**config.mk**
```make
export PLATFORM = sky130hd
export DESIGN_NAME = rf_write_queue
export DESIGN_NICKNAME = d
export VERILOG_FILES = /design/src/rtl/rf_write_queue.sv
export SDC_FILE = /design/constraint.sdc
export NUM_CORES = 1
export LEC_CHECK = 0
export ABC_AREA = 1
export CAP_MARGIN = 10
export CORE_MARGIN = 2
export CORE_UTILIZATION = 40
export DETAILED_ROUTE_END_ITERATION = 8
export REMOVE_ABC_BUFFERS = 1
export SETUP_SLACK_MARGIN = 0.1
export SLEW_MARGIN = 25
export SYNTH_ARGS = -nofsm -noshare
export SYNTH_HDL_FRONTEND = slang
export SYNTH_SLANG_ARGS = --single-unit
```
**constraint.sdc**
```tcl
create_clock -name clk -period 2.6 [get_ports clk]
set_input_delay 0.26 -clock clk [delete_from_list [all_inputs] [get_ports clk]]
set_output_delay 0.26 -clock clk [all_outputs]
set_load 0.02 [all_outputs]
```
**src/rtl/rf_write_queue.sv**
```systemverilog
// rtl/rf_write_queue.sv - in-order writeback queue in front of the register-file write port
// Head drains when the write port is free; lookups forward the youngest queued value per register.
module rf_write_queue #(
   parameter int Width = 32,
   parameter int Depth = 4
) (
   input  logic                       clk,
   input  logic                       rst_n,
   input  logic                       enq_valid,
   output logic                       enq_ready,
   input  logic [4:0]                 enq_rd,
   input  logic [Width-1:0]           enq_data,
   input  logic                       drain_en,
   output logic                       reg_write,
   output logic [4:0]                 wr_addr,
   output logic [Width-1:0]           wr_data,
   input  logic [4:0]                 lkp_addr1,
   input  logic [4:0]                 lkp_addr2,
   output logic                       fwd_hit1,
   output logic [Width-1:0]           fwd_data1,
   output logic                       fwd_hit2,
   output logic [Width-1:0]           fwd_data2,
   output logic [$clog2(Depth):0]     pending
);

   localparam int AW = $clog2(Depth);
   localparam logic [AW:0] FULL = (AW+1)'(Depth);

   logic [4:0]       rd_q   [Depth];
   logic [Width-1:0] data_q [Depth];
   logic [AW-1:0]    head;
   logic [AW-1:0]    tail;
   logic [AW:0]      count;
   logic             push;
   logic             pop;

   assign pop       = (count != '0) & drain_en;
   assign reg_write = pop;
   // A full queue can still take a request when its head leaves in the same cycle.
   assign enq_ready = (count < FULL) | pop;
   // Writes to x0 complete the handshake but are never stored.
   assign push      = enq_valid & enq_ready & (enq_rd != 5'd0);
   assign wr_addr   = rd_q[head];
   assign wr_data   = data_q[head];
   assign pending   = count;

   always_ff @(posedge clk or negedge rst_n) begin
      if (!rst_n) begin
         head  <= '0;
         tail  <= '0;
         count <= '0;
         for (int i = 0; i < Depth; i++) begin
            rd_q[i]   <= '0;
            data_q[i] <= '0;
         end
      end else begin
         if (push) begin
            rd_q[tail]   <= enq_rd;
            data_q[tail] <= enq_data;
            tail         <= tail + 1'b1;
         end
         if (pop) begin
            head <= head + 1'b1;
         end
         case ({push, pop})
            2'b10:   count <= count + 1'b1;
            2'b01:   count <= count - 1'b1;
            default: count <= count;
         endcase
      end
   end

   // Walk oldest to youngest so a later match overrides an earlier one.
   always_comb begin
      logic [AW-1:0] idx;
      idx       = '0;
      fwd_hit1  = 1'b0;
      fwd_data1 = '0;
      fwd_hit2  = 1'b0;
      fwd_data2 = '0;
      for (int i = 0; i < Depth; i++) begin
         idx = head + AW'(i);
         if ((AW+1)'(i) < count) begin
            if ((lkp_addr1 != 5'd0) && (rd_q[idx] == lkp_addr1)) begin
               fwd_hit1  = 1'b1;
               fwd_data1 = data_q[idx];
            end
            if ((lkp_addr2 != 5'd0) && (rd_q[idx] == lkp_addr2)) begin
               fwd_hit2  = 1'b1;
               fwd_data2 = data_q[idx];
            end
         end
      end
   end

endmodule

```
* Word-level counts from Yosys, hierarchy flattened
Index checks and enable logic that the tools add are counted.
** Word-level totals
- Register bits after elaboration :: 155
- Bits of input ports :: 51
- Output and inout port bits :: 108
- Word-level logic and storage cells :: 124
** Operators by class
- Order comparisons :: 11
- Equal/unequal tests :: 10
- Reductions and logical operators :: 14
- $add $sub $neg :: 6
- Multiplexer cells :: 63
- Bitwise operators :: 9
** Operators with widths (count)
- $mux W32 :: 25
- $bmux W32 S2 :: 4
- $bwmux W128 :: 1
- $demux W32 S2 :: 1
- $mux W5 :: 9
- $bmux W5 S2 :: 4
- $eq A5 B5 Y1 :: 8
- $bwmux W20 :: 1
- $mux W1 :: 16
- $ge A3 B3 Y1 const B :: 5
- $not A2 Y3 :: 5
- $reduce_bool A5 Y1 :: 3
- $demux W5 S2 :: 1
- $logic_and A1 B1 Y1 :: 9
- $lt A1 B3 Y1 const A :: 2
- $lt A2 B3 Y1 const A :: 2
- $pmux W3 S2 :: 1
- $add A2 B1 Y2 const B :: 2
- $add A2 B2 Y2 const B :: 2
- $add A3 B1 Y3 const B :: 1
- $and A1 B1 Y1 :: 3
- $lt A3 B1 Y1 const B :: 1
- $lt A3 B3 Y1 const B :: 1
- $reduce_bool A3 Y1 :: 1
- 5 further kinds :: 5

* Longest topological paths before layout
Gate-level depths: netlist (run 1).
- Depth in word-level cells :: 14
- Depth in mapped cells :: 18

* Worst setup path after synthesis (run 1)
No wires, ideal clock.
- Path kind :: register to register
- From :: register count[0] (netlist: pending[0])
- To :: register count[2] (netlist: pending[2])
- Path buffers :: 0
- Cell stages (with the launch flop) :: 8
- Data arrival time :: 2064 ps
- Setup time :: 123 ps
- Slack :: 413 ps
- Period minus slack after synthesis :: 2187 ps
- Cell sequence :: dfrtp_1 -> inv_1 -> ha_1 -> ha_1 -> nor2_1 -> ha_1 -> o31ai_1 -> inv_1
** Between the ends
- Longest elaborated chain between the ends :: 7
- Elaborated cells between the ends (all ways) :: 12
- Those cells by class :: 2 x add/sub; 1 x order compare; 2 x eq/ne; 1 x mux; 4 x bitwise; 2 x reduce/logical
** RTL lines
- start: declaration :: RTL line 33 : logic [AW:0] count;
- start signal: assignment :: RTL line 66 : 2'b10: count <= count + 1'b1;
- start signal: assignment :: RTL line 67 : 2'b01: count <= count - 1'b1;
- start signal: assignment :: RTL line 68 : default: count <= count;
- $reduce_bool A3 Y1 (*) :: RTL line 37 : assign pop = (count != '0) & drain_en;
- $and A1 B1 Y1 (*) :: RTL line 37
- net reg_write :: RTL line 14 : output logic reg_write,
- $or A1 B1 Y1 :: RTL line 40 : assign enq_ready = (count < FULL) | pop;
- $and A1 B1 Y1 (2 in a row) :: RTL line 42 : assign push = enq_valid & enq_ready & (enq_rd != 5'd0);
- $eq A2 B1 Y1 / $eq A2 B2 Y1 (equally long branches) :: RTL line 65 : case ({push, pop})
- $pmux W3 S2 / $reduce_bool A2 Y1 (equally long branches)
The timed path passes the listed nets; every way through them passes the cells marked *.
A chain may end at the register's enable or synchronous reset.

* Worst setup path after layout (run 1)
- From :: register head[0]
- To :: output fwd_data2[28]
** Between the ends
- Longest elaborated chain between the ends :: 14
- Elaborated cells between the ends (all ways) :: 47
- Those cells by class :: 3 x add/sub; 4 x eq/ne; 32 x mux; 4 x bitwise; 4 x reduce/logical
** RTL lines
- start: declaration :: RTL line 31 : logic [AW-1:0] head;
- start signal: assignment :: RTL line 63 : head <= head + 1'b1;
- branches (longest 13 deep; another with $add A2 B1 Y2)
- $mux W32 (*) :: RTL line 83 : if ((AW+1)'(i) < count) begin
- end: declaration :: RTL line 22 : output logic [Width-1:0] fwd_data2,
Every way passes the cells marked *. The select of a mux whose other input is x is not followed.

==> results of run 1 <==
[area by class of cell]
type                    instances  area, um^2  area share
multi-input cells            1689        7965      0.4508
flip-flops and latches        155        3884      0.2198
repair buffers                346        3832      0.2169
inverters                     237       894.6     0.05063
well taps                     402       503.0     0.02847
clock buffers                  21       450.4     0.02549
clock inverters                10       140.1    0.007931
[cells by family after synthesis]
group | after synthesis | share of synthesized area
compound gates | 427 | 0.1666
flops | 155 | 0.3006
fa+ha+maj | 8 | 0.007757
simple gates | 1243 | 0.3911
buf+inv | 393 | 0.1272
xor+xnor | 10 | 0.006787
[sequential cells by signal (all words and copies together), names as in the netlist]
signal and flops:
rd_q 20, data_q 128, tail 2, pending 3, head 2
[where the power goes]
part	internal [mW]	switching (mW)
sequential	3.52	0.784
clock	1.53	1.08
combinational	7.87	12.5
[timing repair]
action / 4_1_cts / 5_1_grt
cloned: 11 / 9
buffers inserted: 20 / 9
hold endpoints to repair: 41 / 0
hold buffers: 1 / 0
resized for setup: 461 / 178
setup endpoints to repair: 101 / 103
pin swaps: 28 / 53
[Yosys cell counts (8+ instances only)]
master / n / area (um^2)
nand3_1: 121 / 605.6
clkbuf_1: 62 / 232.7
inv_1: 233 / 874.6
o21ai_1: 11 / 55.05
nor2_1: 227 / 852.1
buf_1: 17 / 63.81
o21ai_0: 408 / 2042
dfrtp_1: 155 / 3879
nand4_1: 66 / 412.9
nand2_1: 815 / 3059
buf_4: 18 / 135.1
xor2_1: 8 / 70.07
buf_2: 55 / 275.3
ha_1: 8 / 100.1
[worst min-delay path by stage]
| stage | slack (ns) | startpoint | end | depth (start not counted) |
|---|---|---|---|---|
| after floorplan | -0.04 | rst_n | data_q[0] | 0 |
| after global placement | 0.23 | rst_n | data_q[56] | 1 |
| after detailed placement | 0.23 | rst_n | data_q[24] | 1 |
| after CTS | 0.33 | rst_n | data_q[24] | 2 |
| after global routing | 0.34 | rst_n | data_q[24] | 2 |
| final | 0.32 | rst_n | data_q[24] | 2 |
[layer usage]
metal / routed length [um] / GRT usage / part of all wire / vias to the layer above
li1: - / - / - / 7491
met1: 21690 / 0.3787 / 0.45 / 6891
met2: 21670 / 0.4442 / 0.45 / 629
met3: 3587 / 0.04774 / 0.075 / 67
met4: 885 / 0.06176 / 0.019 / 0
met5: 0 / 0 / 0 / -
==> results.md, run 1 <==
- Post-synthesis sequential area ratio: 0.3006
- Syn. warnings: 0
- Avg Vias per Cell: 5.272
- Worst-path fanout max: 7
- Cell Pwr Density: ~1500 nW/um^2
- Setup TNS Final: -28.14 ns
- Yosys reg bits: between 150 and 200
- Max Slew Vio Count: 0
- CP cell instances: inv_4 -> nand2_1 -> nand2_4 -> buf_6 -> nand2_1 -> o21ai_2 -> inv_2 -> a21oi_1 -> nand2_1 -> nor2_4 -> buf_12 -> buf_8 -> buf_12 -> nor2_1 -> nand2_1 -> nand2_1 -> buf_4
- Largest net degree at the start of global routing: 105
- Initial antenna violation count: 0
- Routed WL per cell: roughly 17 um
- Worst path depth: 17
- Post-Synthesis Cells: 2236
- Reg2Reg Launch Point: pending[2]
- Reg2Reg Depth: 8
- First-pass GRT wire length: approximately 73000 um
- Die area: 33710 um^2
- Root Driver: clkbuf_16
- Clk buf depth: 2
- R2r setup slk: 0.69 ns
- Remaining global-route overflow: 0
- Cell Count, Final, Fillers Out: around 2900
- Via count: 15078
- Crit-path max cell delay: 0.53 ns
- Placer Congestion: around 0.9
- Number of global-route vias before repair: 13465
- Final setup vio count: 71
- Average size of a mapped cell: 5.771 um^2
- Initial core utilization: 0.4079
- CP Data Arrival Time: 2.82 ns
- Synth unique cells: 29
- Most frequent cells in the layout: nand2_1, o21ai_0, inv_1, nor2_1, dfrtp_1
- Fmax: about 320 MHz
- Port Buffer Count: between 150 and 200
- Max cap viols: 0
- Nets: 2505
- Worst-skew pair later-pin latency: roughly 0.44 ns
- Clk pin slew, worst setup/hold paths: ~0.06 ns
- Critical Path End: fwd_data2[28]
- Placed cell areas: 15700 um^2
- Skew final: 0.007723 ns
- Crit end category: output port
- HPWL after DPL: 30510 um
- Final instance area: 17670 um^2
- Initial DRC Count: 1420
- Cell area after synthesis: 12900 um^2
- Worst-Margin Slew: 0.5170 ns
- H-tree Lvls: 4
- Top Family by Delay on Critical Path: buffers and inverters
- Tot Pwr: 27.28 mW
- Final WS setup: -0.4782 ns
- Peak VDD IR: 795.3 uV
- Die height: 183.6 um
- Crit share post-route: 1.184
- Total Wirelength: between 40000 and 50000 um
- Most common flop cell mapped by yosys: dfrtp_1
- EDFF count, synth: 0
- Leakage: around 9.1 nW
- Crit path time final: between 3 and 4 ns
- Crit path required time: between 2 and 2.5 ns
- Crit. Startpoint: head[0]
- Crit Path Class: flop to output port
- Fin Hold WS: about 0.32 ns
- Fill count: around 3200
- Nature of the critical path startpoint: flop
- Hold Vio Cnt, Final: 0
- Most common cell after layout, fill and taps aside: nand2_1
- CTS tree: built
- Place WS: -0.4182 ns
- Most common cell on crit path: nand2_1
- Share of layout cells above drive strength 1: 0.1794
- TritonCTS Buffers: 17
- FP Rows: 65
- Core area: 31640 um^2
- Violated checks: setup timing
- First-pass detailed-route iteration total: 6
- Relative slew slack: 0.6553
- Cell total after placement: around 2800
- CP max stage cell: dfrtp_4
- Status: finished, violations left
- Final Util: 0.5585
- Reg-to-reg endpoint: data_q[105]
- Post-synth ARST share: 1.000
- DRC errors left: 0
- Worst path bufs/invs: 7
- # IOs: between 150 and 200
- Clock sink count: 155
- Worst Hold Class: primary input to async pin
- Chip width: between 150 and 200 um
- Antenna diodes: 0
- Post-DRT Antenna Nets: 0
- RSZ-0062 raised after global routing: true
- Synth-to-layout area growth: 36.92%
- GRT Util Overall: 0.2732
Power figures use the tool's default switching activity.
==> run 2: changes to the inputs <==
--- a/config.mk
+++ b/config.mk
@@ -7,7 +7,7 @@
 export LEC_CHECK = 0
 export ABC_AREA = 1
 export CAP_MARGIN = 10
-export CORE_MARGIN = 2
+export CORE_MARGIN = 4
 export CORE_UTILIZATION = 40
 export DETAILED_ROUTE_END_ITERATION = 8
 export REMOVE_ABC_BUFFERS = 1
==> run 2 against run 1 <==
- the run still ends with setup timing left
- sequential power is essentially flat
- combinational power barely moved
- worst setup slack got worse by 0.054 ns
- count of clock-buffer cells in the layout down 1
- clock power grew 7%
- global-route usage shrank 3.1 points
- critical endpoint is now fwd_data2[15]
- largest power group unchanged
==> results.md, run 2 (synthesized netlist as in run 1, its figures left out) <==
- Final setup vio count: approximately 80
- Placer Congestion: 0.9365
- Reg2Reg Launch Point: pending[1]
- Setup TNS Final: -31.03 ns
- Largest net degree at the start of global routing: 75
- Crit path required time: 2.34 ns
- GRT Util Overall: 0.2422
- Critical Path End: fwd_data2[15]
- Worst-skew pair later-pin latency: 0.44 ns
- Chip width: 187.6 um
- Relative slew slack: 0.6162
- Crit share post-route: 1.205
- Clk buf depth: 2
- Routed WL per cell: between 15 and 20 um
- Share of layout cells above drive strength 1: 0.1865
- Avg Vias per Cell: 5.250
- Crit path time final: 3.132 ns
- Skew final: 0.01091 ns
- Crit. Startpoint: head[0]
- Initial DRC Count: 1189
- Worst-Margin Slew: 0.5757 ns
- Clock sink count: 155
- FP Rows: 65
- Cell Pwr Density: 1569 nW/um^2
- Nature of the critical path startpoint: flop
- Status: finished, violations left
- Crit end category: output port
- Most frequent cells in the layout: nand2_1, o21ai_0, inv_1, nor2_1, buf_4
- Initial core utilization: 0.4069
- Worst Hold Class: primary input to async pin
- Via count: ~15000
- Hold Vio Cnt, Final: 0
- First-pass GRT wire length: roughly 70000 um
- Synth-to-layout area growth: 37.31%
- Max cap viols: 0
- Peak VDD IR: 872.7 uV
- Port Buffer Count: 158
- Worst-path fanout max: 7
- Root Driver: clkbuf_16
- CP Data Arrival Time: roughly 2.9 ns
- CTS tree: built
- Place WS: -0.4717 ns
- Most flops, register: data_q
- Fmax: approximately 320 MHz
- First-pass detailed-route iteration total: 6
- HPWL after DPL: 29680 um
- Final WS setup: -0.5319 ns
- Leakage: 9.180 nW
- Antenna diodes: 0
- RSZ-0062 raised after global routing: true
- Max Slew Vio Count: 0
- Total Wirelength: 48490 um
- Die height: 187.6 um
- TritonCTS Buffers: 17
- H-tree Lvls: 4
- DRC errors left: 0
- # IOs: 159
- Initial antenna violation count: 0
- Largest register FFs: 128
- R2r setup slk: just under 0.7 ns
- Post-DRT Antenna Nets: 0
- Die area: 35200 um^2
- Reg-to-reg endpoint: pending[2]
- Most common cell after layout, fill and taps aside: nand2_1
- Number of global-route vias before repair: 13458
- Crit Path Class: flop to output port
- Core area: 31720 um^2
- Nets: 2529
- Reg2Reg Depth: 10
- Remaining global-route overflow: 0
- Violated checks: setup timing
- Clk pin slew, worst setup/hold paths: 0.07 ns
-- run 2: cell types whose count changed in the layout (fill, tap and decap cells not counted), moves of 6 or more --
cell / previous run / this run
buf_16: 10 / 4
buf_2: 12 / 30
buf_4: 135 / 157
buf_6: 53 / 40
clkbuf_16: 26 / 35
nand2_4: 11 / 2
nand3_1: 107 / 101
nor2_1: 188 / 205
nor2_2: 28 / 18
nor2_4: 17 / 10
o21ai_0: 371 / 352
o21ai_1: 29 / 39
o21ai_2: 19 / 27
-- run 2: final cells by class --
| type | count | area (um^2) |
|---|---|---|
| clock buffers | 20 | 456.7 |
| fillers | 3116 | 14000 |
| clock inverters | 12 | 186.4 |
| multi-input cells | 1688 | 7895 |
| repair buffers | 371 | 3896 |
| inverters | 237 | 899.6 |
| flip-flops and latches | 155 | 3882 |
| well taps | 402 | 503.0 |
-- run 2: metal layers --
metal	GRT usage	share of wire	vias to the layer above
met2	0.3931	0.44	568
met4	0.06042	0.029	0
met1	0.3399	0.46	6915
met3	0.03816	0.069	103
li1	-	-	7560
met5	0	0	-
-- run 2: report_power, final --
part	switching (mW)	internal [mW]	total [mW]	leakage, nW
clock	1.12	1.67	2.80	0.309
combinational	12.6	8.09	20.7	6.93
sequential	0.782	3.52	4.30	1.94
total	14.5	13.3	27.8	9.18
-- run 2: worst min-delay path by stage --
stage | startpoint | endpoint | slack [ns] | depth (start not counted)
4_1_cts | rst_n | data_q[12] | 0.40 | 2
5_1_grt | rst_n | data_q[12] | 0.44 | 2
3_3_place_gp | rst_n | data_q[12] | 0.27 | 1
3_5_place_dp | rst_n | data_q[12] | 0.27 | 1
6_report | rst_n | data_q[108] | 0.39 | 2
2_1_floorplan | rst_n | data_q[0] | -0.04 | 0
-- run 2: per-stage QoR --
step | std cells | hold slack [ns] | power (mW) | utilization | area (um^2)
after floorplan | 2080 | -0.03559 | 13.22 | - | 12150
after global placement | 2804 | 0.2716 | 22.51 | 0.5001 | 15860
after detailed placement | 2804 | 0.2718 | 22.75 | 0.5001 | 15860
after CTS | 2845 | 0.3999 | 25.45 | 0.5226 | 16570
after global routing | 2885 | 0.4413 | 29.98 | 0.5587 | 17720
final | 2885 | 0.3931 | 27.80 | 0.5587 | 17720
-- run 2: worst max-delay path, cell delays in order, from the launching register on --
cell	delay, ns
dfrtp_4	0.57
inv_8	0.11
nand2_4	0.07
nand2_8	0.11
buf_6	0.15
buf_6	0.10
nand2_1	0.06
nand3_2	0.08
nand2_2	0.07
nor2_4	0.18
nand3_4	0.22
clkbuf_16	0.25
nand2_1	0.08
nand3_1	0.08
nand2_1	0.07
nand2_1	0.07
buf_2	0.17
-- run 2: what timing repair did --
| item | 4_1_cts | 5_1_grt |
|---|---|---|
| endpoints found under the hold margin | 53 | 0 |
| setup buffers | 5 | 19 |
| resized for setup | 345 | 270 |
| endpoints found under the setup margin | 103 | 104 |
| gates cloned | 3 | 21 |
| pin swaps | 5 | 26 |
| hold buffers | 1 | 0 |
